===== src/rtl/shift_arb_pkg.sv =====
// Shared encodings for the shift-unit arbiter: shifter select codes and FSM states.
// The rotate state is only entered when SHIFT_ARB_ROTATE_EN is defined.
package shift_arb_pkg;

    localparam int DATA_W_DEF       = 32;
    localparam int SHAMT_W_DEF      = 6;
    localparam int TAG_W_DEF        = 5;
    localparam int STARVE_LIMIT_DEF = 4;

    localparam logic [1:0] SEL_SLL = 2'b00;
    localparam logic [1:0] SEL_ROL = 2'b01;
    localparam logic [1:0] SEL_SRL = 2'b10;
    localparam logic [1:0] SEL_SRA = 2'b11;

    typedef enum logic {
        ST_IDLE = 1'b0,
        ST_ROT2 = 1'b1
    } state_e;

endpackage


===== src/rtl/shift_unit_arbiter_if.sv =====
// Request, response and external-shifter signals of the shift-unit arbiter.
// slave = the arbiter; master = requesters, response consumer and the shifter.
interface shift_unit_arbiter_if #(
    parameter int DATA_W  = 32,
    parameter int SHAMT_W = 6,
    parameter int TAG_W   = 5
);
    logic               req0_valid;
    logic               req0_ready;
    logic [DATA_W-1:0]  req0_data;
    logic [SHAMT_W-1:0] req0_shamt;
    logic [1:0]         req0_sel;
    logic [TAG_W-1:0]   req0_tag;

    logic               req1_valid;
    logic               req1_ready;
    logic [DATA_W-1:0]  req1_data;
    logic [SHAMT_W-1:0] req1_shamt;
    logic [1:0]         req1_sel;
    logic [TAG_W-1:0]   req1_tag;

    logic               rsp_valid;
    logic               rsp_ready;
    logic [DATA_W-1:0]  rsp_data;
    logic               rsp_id;
    logic [TAG_W-1:0]   rsp_tag;

    logic [DATA_W-1:0]  sh_data;
    logic [SHAMT_W-1:0] sh_shift;
    logic [1:0]         sh_select;
    logic [DATA_W-1:0]  sh_out;

    modport slave (
        input  req0_valid, req0_data, req0_shamt, req0_sel, req0_tag,
        output req0_ready,
        input  req1_valid, req1_data, req1_shamt, req1_sel, req1_tag,
        output req1_ready,
        output rsp_valid, rsp_data, rsp_id, rsp_tag,
        input  rsp_ready,
        output sh_data, sh_shift, sh_select,
        input  sh_out
    );

    modport master (
        output req0_valid, req0_data, req0_shamt, req0_sel, req0_tag,
        input  req0_ready,
        output req1_valid, req1_data, req1_shamt, req1_sel, req1_tag,
        input  req1_ready,
        input  rsp_valid, rsp_data, rsp_id, rsp_tag,
        output rsp_ready,
        input  sh_data, sh_shift, sh_select,
        output sh_out
    );
endinterface


===== src/rtl/shift_arb_pick.sv =====
// Two-port grant logic: port 0 preferred, port 1 forced after STARVE_LIMIT
// consecutive losses. Grants are combinational; only the loss counter is state.
module shift_arb_pick #(
    parameter int STARVE_LIMIT = 4
) (
    input  logic clk,
    input  logic rst_n,
    input  logic grant_en_i,
    input  logic valid0_i,
    input  logic valid1_i,
    output logic gnt0_o,
    output logic gnt1_o
);
    localparam int CW = $clog2(STARVE_LIMIT + 1);

    logic [CW-1:0] starve_cnt_q, starve_cnt_d;
    logic          starved;

    assign starved = (starve_cnt_q == CW'(STARVE_LIMIT));
    assign gnt1_o  = grant_en_i && valid1_i && (!valid0_i || starved);
    assign gnt0_o  = grant_en_i && valid0_i && !gnt1_o;

    // A loss is only counted when a grant actually went to port 0.
    always_comb begin
        starve_cnt_d = starve_cnt_q;
        if (gnt1_o) begin
            starve_cnt_d = '0;
        end else if (gnt0_o && valid1_i && !starved) begin
            starve_cnt_d = starve_cnt_q + CW'(1);
        end
    end

    always_ff @(posedge clk or negedge rst_n) begin
        if (!rst_n) begin
            starve_cnt_q <= '0;
        end else begin
            starve_cnt_q <= starve_cnt_d;
        end
    end

endmodule


===== src/rtl/shift_unit_arbiter.sv =====
// Shares one external combinational barrel shifter between two requesters and
// returns a registered, tagged response. Optional ROL support: SHIFT_ARB_ROTATE_EN.
module shift_unit_arbiter
    import shift_arb_pkg::*;
#(
    parameter int DATA_W       = DATA_W_DEF,
    parameter int SHAMT_W      = SHAMT_W_DEF,
    parameter int TAG_W        = TAG_W_DEF,
    parameter int STARVE_LIMIT = STARVE_LIMIT_DEF
) (
    input  logic                 clk,
    input  logic                 rst_n,
    shift_unit_arbiter_if.slave  bus
);
    logic               slot_free, in_idle, grant_en;
    logic               gnt0, gnt1, any_gnt;
    logic [DATA_W-1:0]  w_data;
    logic [SHAMT_W-1:0] w_shamt;
    logic [1:0]         w_sel;
    logic [TAG_W-1:0]   w_tag;

    logic               rsp_valid_q, rsp_valid_d;
    logic [DATA_W-1:0]  rsp_data_q, rsp_data_d;
    logic               rsp_id_q, rsp_id_d;
    logic [TAG_W-1:0]   rsp_tag_q, rsp_tag_d;

`ifdef SHIFT_ARB_ROTATE_EN
    localparam int NW = $clog2(DATA_W);
    state_e             state_q, state_d;
    logic [DATA_W-1:0]  scratch_q, scratch_d;
    logic [DATA_W-1:0]  rot_data_q, rot_data_d;
    logic [NW-1:0]      rot_n_q, rot_n_d;
    assign in_idle = (state_q == ST_IDLE);
`else
    assign in_idle = 1'b1;
`endif

    // Readies are forced low during reset even though the slot looks free.
    assign slot_free = !rsp_valid_q || bus.rsp_ready;
    assign grant_en  = rst_n && in_idle && slot_free;
    assign any_gnt   = gnt0 || gnt1;

    shift_arb_pick #(.STARVE_LIMIT(STARVE_LIMIT)) u_pick (
        .clk        (clk),
        .rst_n      (rst_n),
        .grant_en_i (grant_en),
        .valid0_i   (bus.req0_valid),
        .valid1_i   (bus.req1_valid),
        .gnt0_o     (gnt0),
        .gnt1_o     (gnt1)
    );

    assign bus.req0_ready = gnt0;
    assign bus.req1_ready = gnt1;

    assign w_data  = gnt1 ? bus.req1_data  : bus.req0_data;
    assign w_shamt = gnt1 ? bus.req1_shamt : bus.req0_shamt;
    assign w_sel   = gnt1 ? bus.req1_sel   : bus.req0_sel;
    assign w_tag   = gnt1 ? bus.req1_tag   : bus.req0_tag;

    always_comb begin
        rsp_valid_d   = rsp_valid_q;
        rsp_data_d    = rsp_data_q;
        rsp_id_d      = rsp_id_q;
        rsp_tag_d     = rsp_tag_q;
        bus.sh_data   = '0;
        bus.sh_shift  = '0;
        bus.sh_select = SEL_SLL;
`ifdef SHIFT_ARB_ROTATE_EN
        state_d    = state_q;
        scratch_d  = scratch_q;
        rot_data_d = rot_data_q;
        rot_n_d    = rot_n_q;
`endif
        if (slot_free) begin
            rsp_valid_d = 1'b0;
        end
`ifdef SHIFT_ARB_ROTATE_EN
        // Second rotate pass: n==0 shifts right by DATA_W, yielding zero.
        if (state_q == ST_ROT2) begin
            bus.sh_data   = rot_data_q;
            bus.sh_shift  = SHAMT_W'(DATA_W) - SHAMT_W'(rot_n_q);
            bus.sh_select = SEL_SRL;
            rsp_valid_d   = 1'b1;
            rsp_data_d    = scratch_q | bus.sh_out;
            state_d       = ST_IDLE;
        end else
`endif
        if (any_gnt) begin
            bus.sh_data   = w_data;
            bus.sh_shift  = w_shamt;
            bus.sh_select = (w_sel == SEL_ROL) ? SEL_SLL : w_sel;
            rsp_id_d      = gnt1;
            rsp_tag_d     = w_tag;
`ifdef SHIFT_ARB_ROTATE_EN
            if (w_sel == SEL_ROL) begin
                bus.sh_shift = SHAMT_W'(w_shamt[NW-1:0]);
                scratch_d    = bus.sh_out;
                rot_data_d   = w_data;
                rot_n_d      = w_shamt[NW-1:0];
                state_d      = ST_ROT2;
            end else
`endif
            begin
                rsp_valid_d = 1'b1;
                rsp_data_d  = bus.sh_out;
            end
        end
    end

    always_ff @(posedge clk or negedge rst_n) begin
        if (!rst_n) begin
            rsp_valid_q <= 1'b0;
            rsp_data_q  <= '0;
            rsp_id_q    <= 1'b0;
            rsp_tag_q   <= '0;
`ifdef SHIFT_ARB_ROTATE_EN
            state_q     <= ST_IDLE;
            scratch_q   <= '0;
            rot_data_q  <= '0;
            rot_n_q     <= '0;
`endif
        end else begin
            rsp_valid_q <= rsp_valid_d;
            rsp_data_q  <= rsp_data_d;
            rsp_id_q    <= rsp_id_d;
            rsp_tag_q   <= rsp_tag_d;
`ifdef SHIFT_ARB_ROTATE_EN
            state_q     <= state_d;
            scratch_q   <= scratch_d;
            rot_data_q  <= rot_data_d;
            rot_n_q     <= rot_n_d;
`endif
        end
    end

    assign bus.rsp_valid = rsp_valid_q;
    assign bus.rsp_data  = rsp_data_q;
    assign bus.rsp_id    = rsp_id_q;
    assign bus.rsp_tag   = rsp_tag_q;

endmodule


===== src/flat_wrapper.sv =====
// flat-port wrapper written by rule: the top's interface ports become plain ports
module shift_unit_arbiter_flat import shift_arb_pkg::*;
#(
    parameter int DATA_W       = DATA_W_DEF,
    parameter int SHAMT_W      = SHAMT_W_DEF,
    parameter int TAG_W        = TAG_W_DEF,
    parameter int STARVE_LIMIT = STARVE_LIMIT_DEF
)
  (clk, rst_n, bus_req0_valid, bus_req0_data, bus_req0_shamt, bus_req0_sel, bus_req0_tag, bus_req0_ready, bus_req1_valid, bus_req1_data, bus_req1_shamt, bus_req1_sel, bus_req1_tag, bus_req1_ready, bus_rsp_valid, bus_rsp_data, bus_rsp_id, bus_rsp_tag, bus_rsp_ready, bus_sh_data, bus_sh_shift, bus_sh_select, bus_sh_out);
  shift_unit_arbiter_if #(.DATA_W(DATA_W), .SHAMT_W(SHAMT_W), .TAG_W(TAG_W)) bus_i ();
  input  logic clk;
  input  logic rst_n;
  input wire logic [$bits(bus_i.req0_valid)-1:0] bus_req0_valid;
  input wire logic [$bits(bus_i.req0_data)-1:0] bus_req0_data;
  input wire logic [$bits(bus_i.req0_shamt)-1:0] bus_req0_shamt;
  input wire logic [$bits(bus_i.req0_sel)-1:0] bus_req0_sel;
  input wire logic [$bits(bus_i.req0_tag)-1:0] bus_req0_tag;
  output wire logic [$bits(bus_i.req0_ready)-1:0] bus_req0_ready;
  input wire logic [$bits(bus_i.req1_valid)-1:0] bus_req1_valid;
  input wire logic [$bits(bus_i.req1_data)-1:0] bus_req1_data;
  input wire logic [$bits(bus_i.req1_shamt)-1:0] bus_req1_shamt;
  input wire logic [$bits(bus_i.req1_sel)-1:0] bus_req1_sel;
  input wire logic [$bits(bus_i.req1_tag)-1:0] bus_req1_tag;
  output wire logic [$bits(bus_i.req1_ready)-1:0] bus_req1_ready;
  output wire logic [$bits(bus_i.rsp_valid)-1:0] bus_rsp_valid;
  output wire logic [$bits(bus_i.rsp_data)-1:0] bus_rsp_data;
  output wire logic [$bits(bus_i.rsp_id)-1:0] bus_rsp_id;
  output wire logic [$bits(bus_i.rsp_tag)-1:0] bus_rsp_tag;
  input wire logic [$bits(bus_i.rsp_ready)-1:0] bus_rsp_ready;
  output wire logic [$bits(bus_i.sh_data)-1:0] bus_sh_data;
  output wire logic [$bits(bus_i.sh_shift)-1:0] bus_sh_shift;
  output wire logic [$bits(bus_i.sh_select)-1:0] bus_sh_select;
  input wire logic [$bits(bus_i.sh_out)-1:0] bus_sh_out;
  assign bus_i.req0_valid = bus_req0_valid;
  assign bus_i.req0_data = bus_req0_data;
  assign bus_i.req0_shamt = bus_req0_shamt;
  assign bus_i.req0_sel = bus_req0_sel;
  assign bus_i.req0_tag = bus_req0_tag;
  assign bus_req0_ready = bus_i.req0_ready;
  assign bus_i.req1_valid = bus_req1_valid;
  assign bus_i.req1_data = bus_req1_data;
  assign bus_i.req1_shamt = bus_req1_shamt;
  assign bus_i.req1_sel = bus_req1_sel;
  assign bus_i.req1_tag = bus_req1_tag;
  assign bus_req1_ready = bus_i.req1_ready;
  assign bus_rsp_valid = bus_i.rsp_valid;
  assign bus_rsp_data = bus_i.rsp_data;
  assign bus_rsp_id = bus_i.rsp_id;
  assign bus_rsp_tag = bus_i.rsp_tag;
  assign bus_i.rsp_ready = bus_rsp_ready;
  assign bus_sh_data = bus_i.sh_data;
  assign bus_sh_shift = bus_i.sh_shift;
  assign bus_sh_select = bus_i.sh_select;
  assign bus_i.sh_out = bus_sh_out;
  shift_unit_arbiter #(.DATA_W(DATA_W), .SHAMT_W(SHAMT_W), .TAG_W(TAG_W), .STARVE_LIMIT(STARVE_LIMIT)) u_core (.clk(clk), .rst_n(rst_n), .bus(bus_i));
endmodule

===== config.mk =====
export PLATFORM = sky130hd
export DESIGN_NAME = shift_unit_arbiter_flat
export DESIGN_NICKNAME = d
export VERILOG_FILES = /design/src/rtl/shift_arb_pkg.sv /design/src/rtl/shift_unit_arbiter_if.sv /design/src/rtl/shift_arb_pick.sv /design/src/rtl/shift_unit_arbiter.sv /design/src/flat_wrapper.sv
export SDC_FILE = /design/constraint.sdc
export NUM_CORES = 1
export LEC_CHECK = 0
export ABC_CLOCK_PERIOD_IN_PS = 5400
export BUFFER_PORTS_ARGS = -buffer_cell sky130_fd_sc_hd__buf_2
export CORE_UTILIZATION = 45
export CTS_BUF_LIST = sky130_fd_sc_hd__clkbuf_8
export CTS_CLUSTER_DIAMETER = 40
export DETAILED_ROUTE_END_ITERATION = 7
export PLACE_DENSITY = 0.88
export SLEW_MARGIN = 20
export SYNTH_ARGS = -nofsm -noshare
export SYNTH_HDL_FRONTEND = slang
export SYNTH_SLANG_ARGS = --single-unit

===== constraint.sdc =====
create_clock -name clk -period 5.4 [get_ports clk]
set_clock_uncertainty 0.1 [all_clocks]
set_input_delay 0.81 -clock clk [delete_from_list [all_inputs] [get_ports clk]]
set_output_delay 0.81 -clock clk [all_outputs]
set_load 0.02 [all_outputs]

Yosys cells after proc, flatten, opt, wreduce, memory -nomap -nowiden

Cells that the tools add are included.

Bits of input ports: 127
Register bits: 42
Output and inout port bits: 81
Logic and storage cells: 36

Multiplexer cells: 12
Eq/ne operators: 2
Reductions and logical operators: 16
Add/sub/neg operators: 1

Operator list:

| kind                                                | count |
|---|---|
| 2-to-1 mux 32 bit                                   | 2 |
| 2-to-1 mux 6 bit                                    | 2 |
| logical AND 1 bit                                   | 7 |
| 2-to-1 mux 2 bit                                    | 3 |
| 2-to-1 mux 3 bit                                    | 2 |
| 2-to-1 mux 5 bit                                    | 1 |
| zero test 1 bit                                     | 4 |
| nonzero test 2 bit                                  | 2 |
| adder 3 x 1 -> 3 bit, second input constant         | 1 |
| equality test 3 bit, second input constant          | 1 |
| logical OR 1 bit                                    | 3 |
| equality test 2 x 1 -> 1 bit, second input constant | 1 |
| 2-to-1 mux 1 bit                                    | 2 |

Logic depth before layout (Yosys ltp)

Depth in word-level cells: 11
Mapped depth: 7

By module

Synthesis repeated with hierarchy kept, for this count alone.

Cell total of the unflattened synthesis: 172
Area total of the unflattened synthesis: 2188.3 um^2

Modules (own cells, without submodules):

| module             | area each (um^2) | instances | cells each |
|---|---|---|---|
| shift_unit_arbiter | 1963.1           | 1         | 151 |
| shift_arb_pick     | 225.2            | 1         | 21 |

Worst setup path after synthesis

OpenSTA, ideal clock, no wires.

Path kind: in2out
Start: in bus_req0_valid
End: out bus_sh_data[12]
Slack: 2.551 ns
Arrival: 1.939 ns
Cell stages on the path: 6
Path buffers: 3
Cell sequence: buf_4 a21bo_2 buf_4 buf_2 nand4_1 a21oi_1

Cells in the longest elaborated chain, start to end: 7

Ends and longest elaborated chain:

| what                  | line                     | source |
|---|---|---|
| start, declared       | flat_wrapper.sv:13       | `input wire logic [$bits(bus_i.req0_valid)-1:0] bus_req0_valid;` |
| zero test 1 bit       | shift_arb_pick.sv:20     | `assign gnt1_o = grant_en_i && valid1_i && (!valid0_i \|\| starved);` |
| logical OR 1 bit      | shift_arb_pick.sv:20     |  |
| logical AND 1 bit     | shift_arb_pick.sv:20     |  |
| zero test 1 bit       | shift_arb_pick.sv:21     | `assign gnt0_o = grant_en_i && valid0_i && !gnt1_o;` |
| logical AND 1 bit     | shift_arb_pick.sv:21     |  |
| logical OR 1 bit      | shift_unit_arbiter.sv:41 | `assign any_gnt = gnt0 \|\| gnt1;` |
| 2-to-1 mux 32 bit (*) | shift_unit_arbiter.sv:89 | `if (any_gnt) begin` |
| end, declared         | flat_wrapper.sv:30       | `output wire logic [$bits(bus_i.sh_data)-1:0] bus_sh_data;` |

Mark *: on every way between the ends. The rest lies on a longest branch, timed or not.

Worst setup path after layout

Start: in bus_req0_valid
End: out bus_sh_data[18]

Same word-level chain as after synthesis.

==> key figures <==
Outcome
  – Outcome: completed

Floorplan
  – Area of the core: 5960 sq um
  – Die area: 6530 sq um
  – Die Width: 80.8 um
  – Row count: 28
  – Die height: 80.8 um
  – Io pins: 208
  – Starting Density: 0.469

Worst setup path
  – Slowest cell on crit path: a21boi_2
  – FF-to-FF path depth: 3
  – Worst Path Max Fanout: 22
  – Worst setup EP type: output pin
  – Worst path cell trace: buf_2 -> a21boi_2 -> buf_4 -> o31ai_1 -> a21oi_1 -> buf_2
  – Register-to-register setup slack: 3.17 ns
  – Top delay family on crit path: compound AO/OA/AOI/OAI gates
  – Required @ worst endpoint: 4.49 ns
  – WP data arrival: 2.71 ns
  – Crit path depth: 6
  – Critical Path Source Type: input pin
  – Critical path's most frequent cell: buf_2
  – Critical Path Max Stage Delay: 0.76 ns
  – Beginning of the critical path: bus_req0_valid
  – R2R Path End: u_core.bus.rsp_data[6]
  – Buffers & Inverters on Critical Path: 3
  – Reg-to-reg startpoint: u_core.bus.rsp_valid
  – WS Path Type: in2out

CTS
  – CTS Buf Count: 5
  – CTS Root Cell: clkbuf_8
  – Longest Clk Path Bufs: 2
  – CTS HTree Levels: 2
  – Clock sink count: 42
  – Hold-fix buffers, CTS: 0
  – Worst skew pair latency: 0.29 ns
  – CTS tree: built
  – Post_cts resized: 0
  – Clock slew seen by the registers of the worst setup and hold paths: 0.08 ns
  – Post-CTS setup buffer count: 0

Hold path
  – Hold path startpoint: u_core.bus.rsp_id
  – Hold Path End: u_core.bus.rsp_id
  – Hold WC Path Type: reg2reg
  – Hold path cells: 1

Place
  – Pre-CTS WS: 1.83 ns
  – Routability cong.: 0.861
  – Post-DP HPWL: 6260 um
  – IO Port Bufs: 207

Layout
  – Layout cells sized above 1: 0.565
  – Most common cell after layout, fill and taps aside: buf_2
  – Layout area overhead: 37.5%
  – Most frequent cells in the layout: buf_2 (207), nand4_1 (48), dfrtp_1 (42), a21oi_1 (41), o31ai_1 (38)
  – N_diodes: 0
  – Final net count: 589

Logic synthesis
  – Syn Inst Count: 280
  – Post-synth EDFFs: 0
  – Syn Area/Cell: 9.98 sq um
  – Top FF cell, synth: dfrtp_1
  – Post-Syn Nets: 409
  – Yosys top cell by area: dfrtp_1
  – Area share of the largest cell type after synthesis: 0.376
  – Sequential fraction of the synthesis area: 0.376
  – Warnings from Yosys: 0
  – Synth top area cells: dfrtp_1 (38%), mux2_4 (13%), nand4_1 (11%)
  – Post-Synthesis Cell Area: 2790 sq um
  – FFs w/ async S/R, synth: 1.00
  – Synth unique cells: 28
  – Flops & latches, synth: 42

Timing
  – Slew Limit Fails: 0
  – Final period utilization: 0.671
  – Setup ws final: 1.78 ns
  – Worst Tran Pin Value: 0.963 ns
  – Min Tclk post-route: 3.62 ns
  – Fmax: 0.276 GHz
  – Relative slew slack: 0.358
  – RSZ-0062 raised after global routing: no
  – Setup TNS Final: 0 ns
  – Final Hold Vio Count: 0
  – Final setup viols: 0

Pwr
  – Maximum resistive drop on vdd: 0.000172 V
  – Leakage power: 1.94 nW
  – PwrDens: 263 nW/um^2

Routing
  – Total number of vias: 3093
  – Post-DR wirelength/cell: 16.3 um
  – Number of routed nets with antenna violations: 0
  – DRC: 0
  – DR pass1 iterations: 6
  – Final WL: 8710 um
  – Via density: 5.78
  – Drt initial violations: 130

Global routing
  – Largest net degree at the start of global routing: 56
  – Total track usage: 0.246
  – Grt ovf: 0
  – Global-route wire length before repair: 12300 um
  – Initial antenna violation count: 0
  – Vias in the first global route: 2715

Job
  – Max_cap viols: 0
==> area by class of cell <==
class | count | area (sq um)
flip-flops and latches | 42 | 1050
inverters | 7 | 26.3
multi-input cells | 192 | 1520
well taps | 75 | 93.8
clock buffers | 5 | 68.8
clock inverters | 2 | 10.0
repair buffers | 212 | 1070
fillers | 494 | 2110
==> kinds of logic (layout without fill, tap and decap cells) <==
| logic type | Yosys count | after routing | share of synthesized area |
|---|---|---|---|
| AND/OR/NAND/NOR | 63 | 63 | 0.142 |
| AO/OA/AOI/OAI | 94 | 94 | 0.223 |
| multiplexers | 33 | 33 | 0.167 |
| adder cells (fa/ha/maj) | 2 | 2 | 0.00896 |
| buffers and inverters | 46 | 226 | 0.0842 |
| flip-flops | 42 | 42 | 0.376 |
==> synth_stat cells (2+ instances only) <==
cell / instances
a21o_1: 2
a21oi_1: 41
a22o_1: 2
buf_2: 14
buf_4: 2
buf_6: 5
clkbuf_1: 18
dfrtp_1: 42
ha_1: 2
inv_1: 7
mux2_2: 8
mux2_4: 25
nand2_1: 5
nand3_1: 2
nand4_1: 48
nor2b_1: 2
nor3_2: 2
o211ai_1: 2
o221ai_1: 5
o31ai_1: 38
==> state kept, by name, summed over array words and instances (netlist names) <==
name                        flops
u_core.bus.rsp_data            32
u_core.bus.rsp_tag              5
u_core.u_pick.starve_cnt_q      3
u_core.bus.rsp_id               1
u_core.bus.rsp_valid            1
==> per-stage QoR <==
stage | hold WS [ns] | instances | power (W) | area, sq um | utilization
2_1_floorplan | 0.400 | 280 | 0.000680 | 2790 | -
6_report | 0.379 | 535 | 0.00101 | 3840 | 0.645
3_5_place_dp | 0.361 | 528 | 0.000828 | 3750 | 0.630
4_1_cts | 0.378 | 535 | 0.00101 | 3830 | 0.644
5_1_grt | 0.400 | 535 | 0.00107 | 3840 | 0.645
3_3_place_gp | 0.356 | 528 | 0.000815 | 3750 | 0.630
==> per-layer routing <==
layer,vias up,GRT usage,wire [um]
met5,-,0,0
met4,0,0.0875,165
met3,19,0.0640,818
met2,172,0.431,4260
met1,1441,0.289,3470
li1,1461,-,-
==> power breakdown <==
part / total [W] / switching (W) / internal (W) / leakage [nW]
sequential: 0.000402 / 0.0000307 / 0.000371 / 0.501
combinational: 0.000422 / 0.000246 / 0.000176 / 1.40
clock: 0.000184 / 0.0000973 / 0.0000867 / 0.0438
total: 0.00101 / 0.000374 / 0.000634 / 1.94
==> how the worst max path moves through the flow <==
stage	endpoint	slack, ns
after floorplan	bus_sh_data[12]	2.55
after global placement	bus_sh_select[0]	1.86
after detailed placement	bus_sh_select[0]	1.83
after CTS	bus_sh_select[0]	1.81
after global routing	bus_sh_select[0]	1.63
final	bus_sh_data[18]	1.78
(Power assumes the default switching activity.)
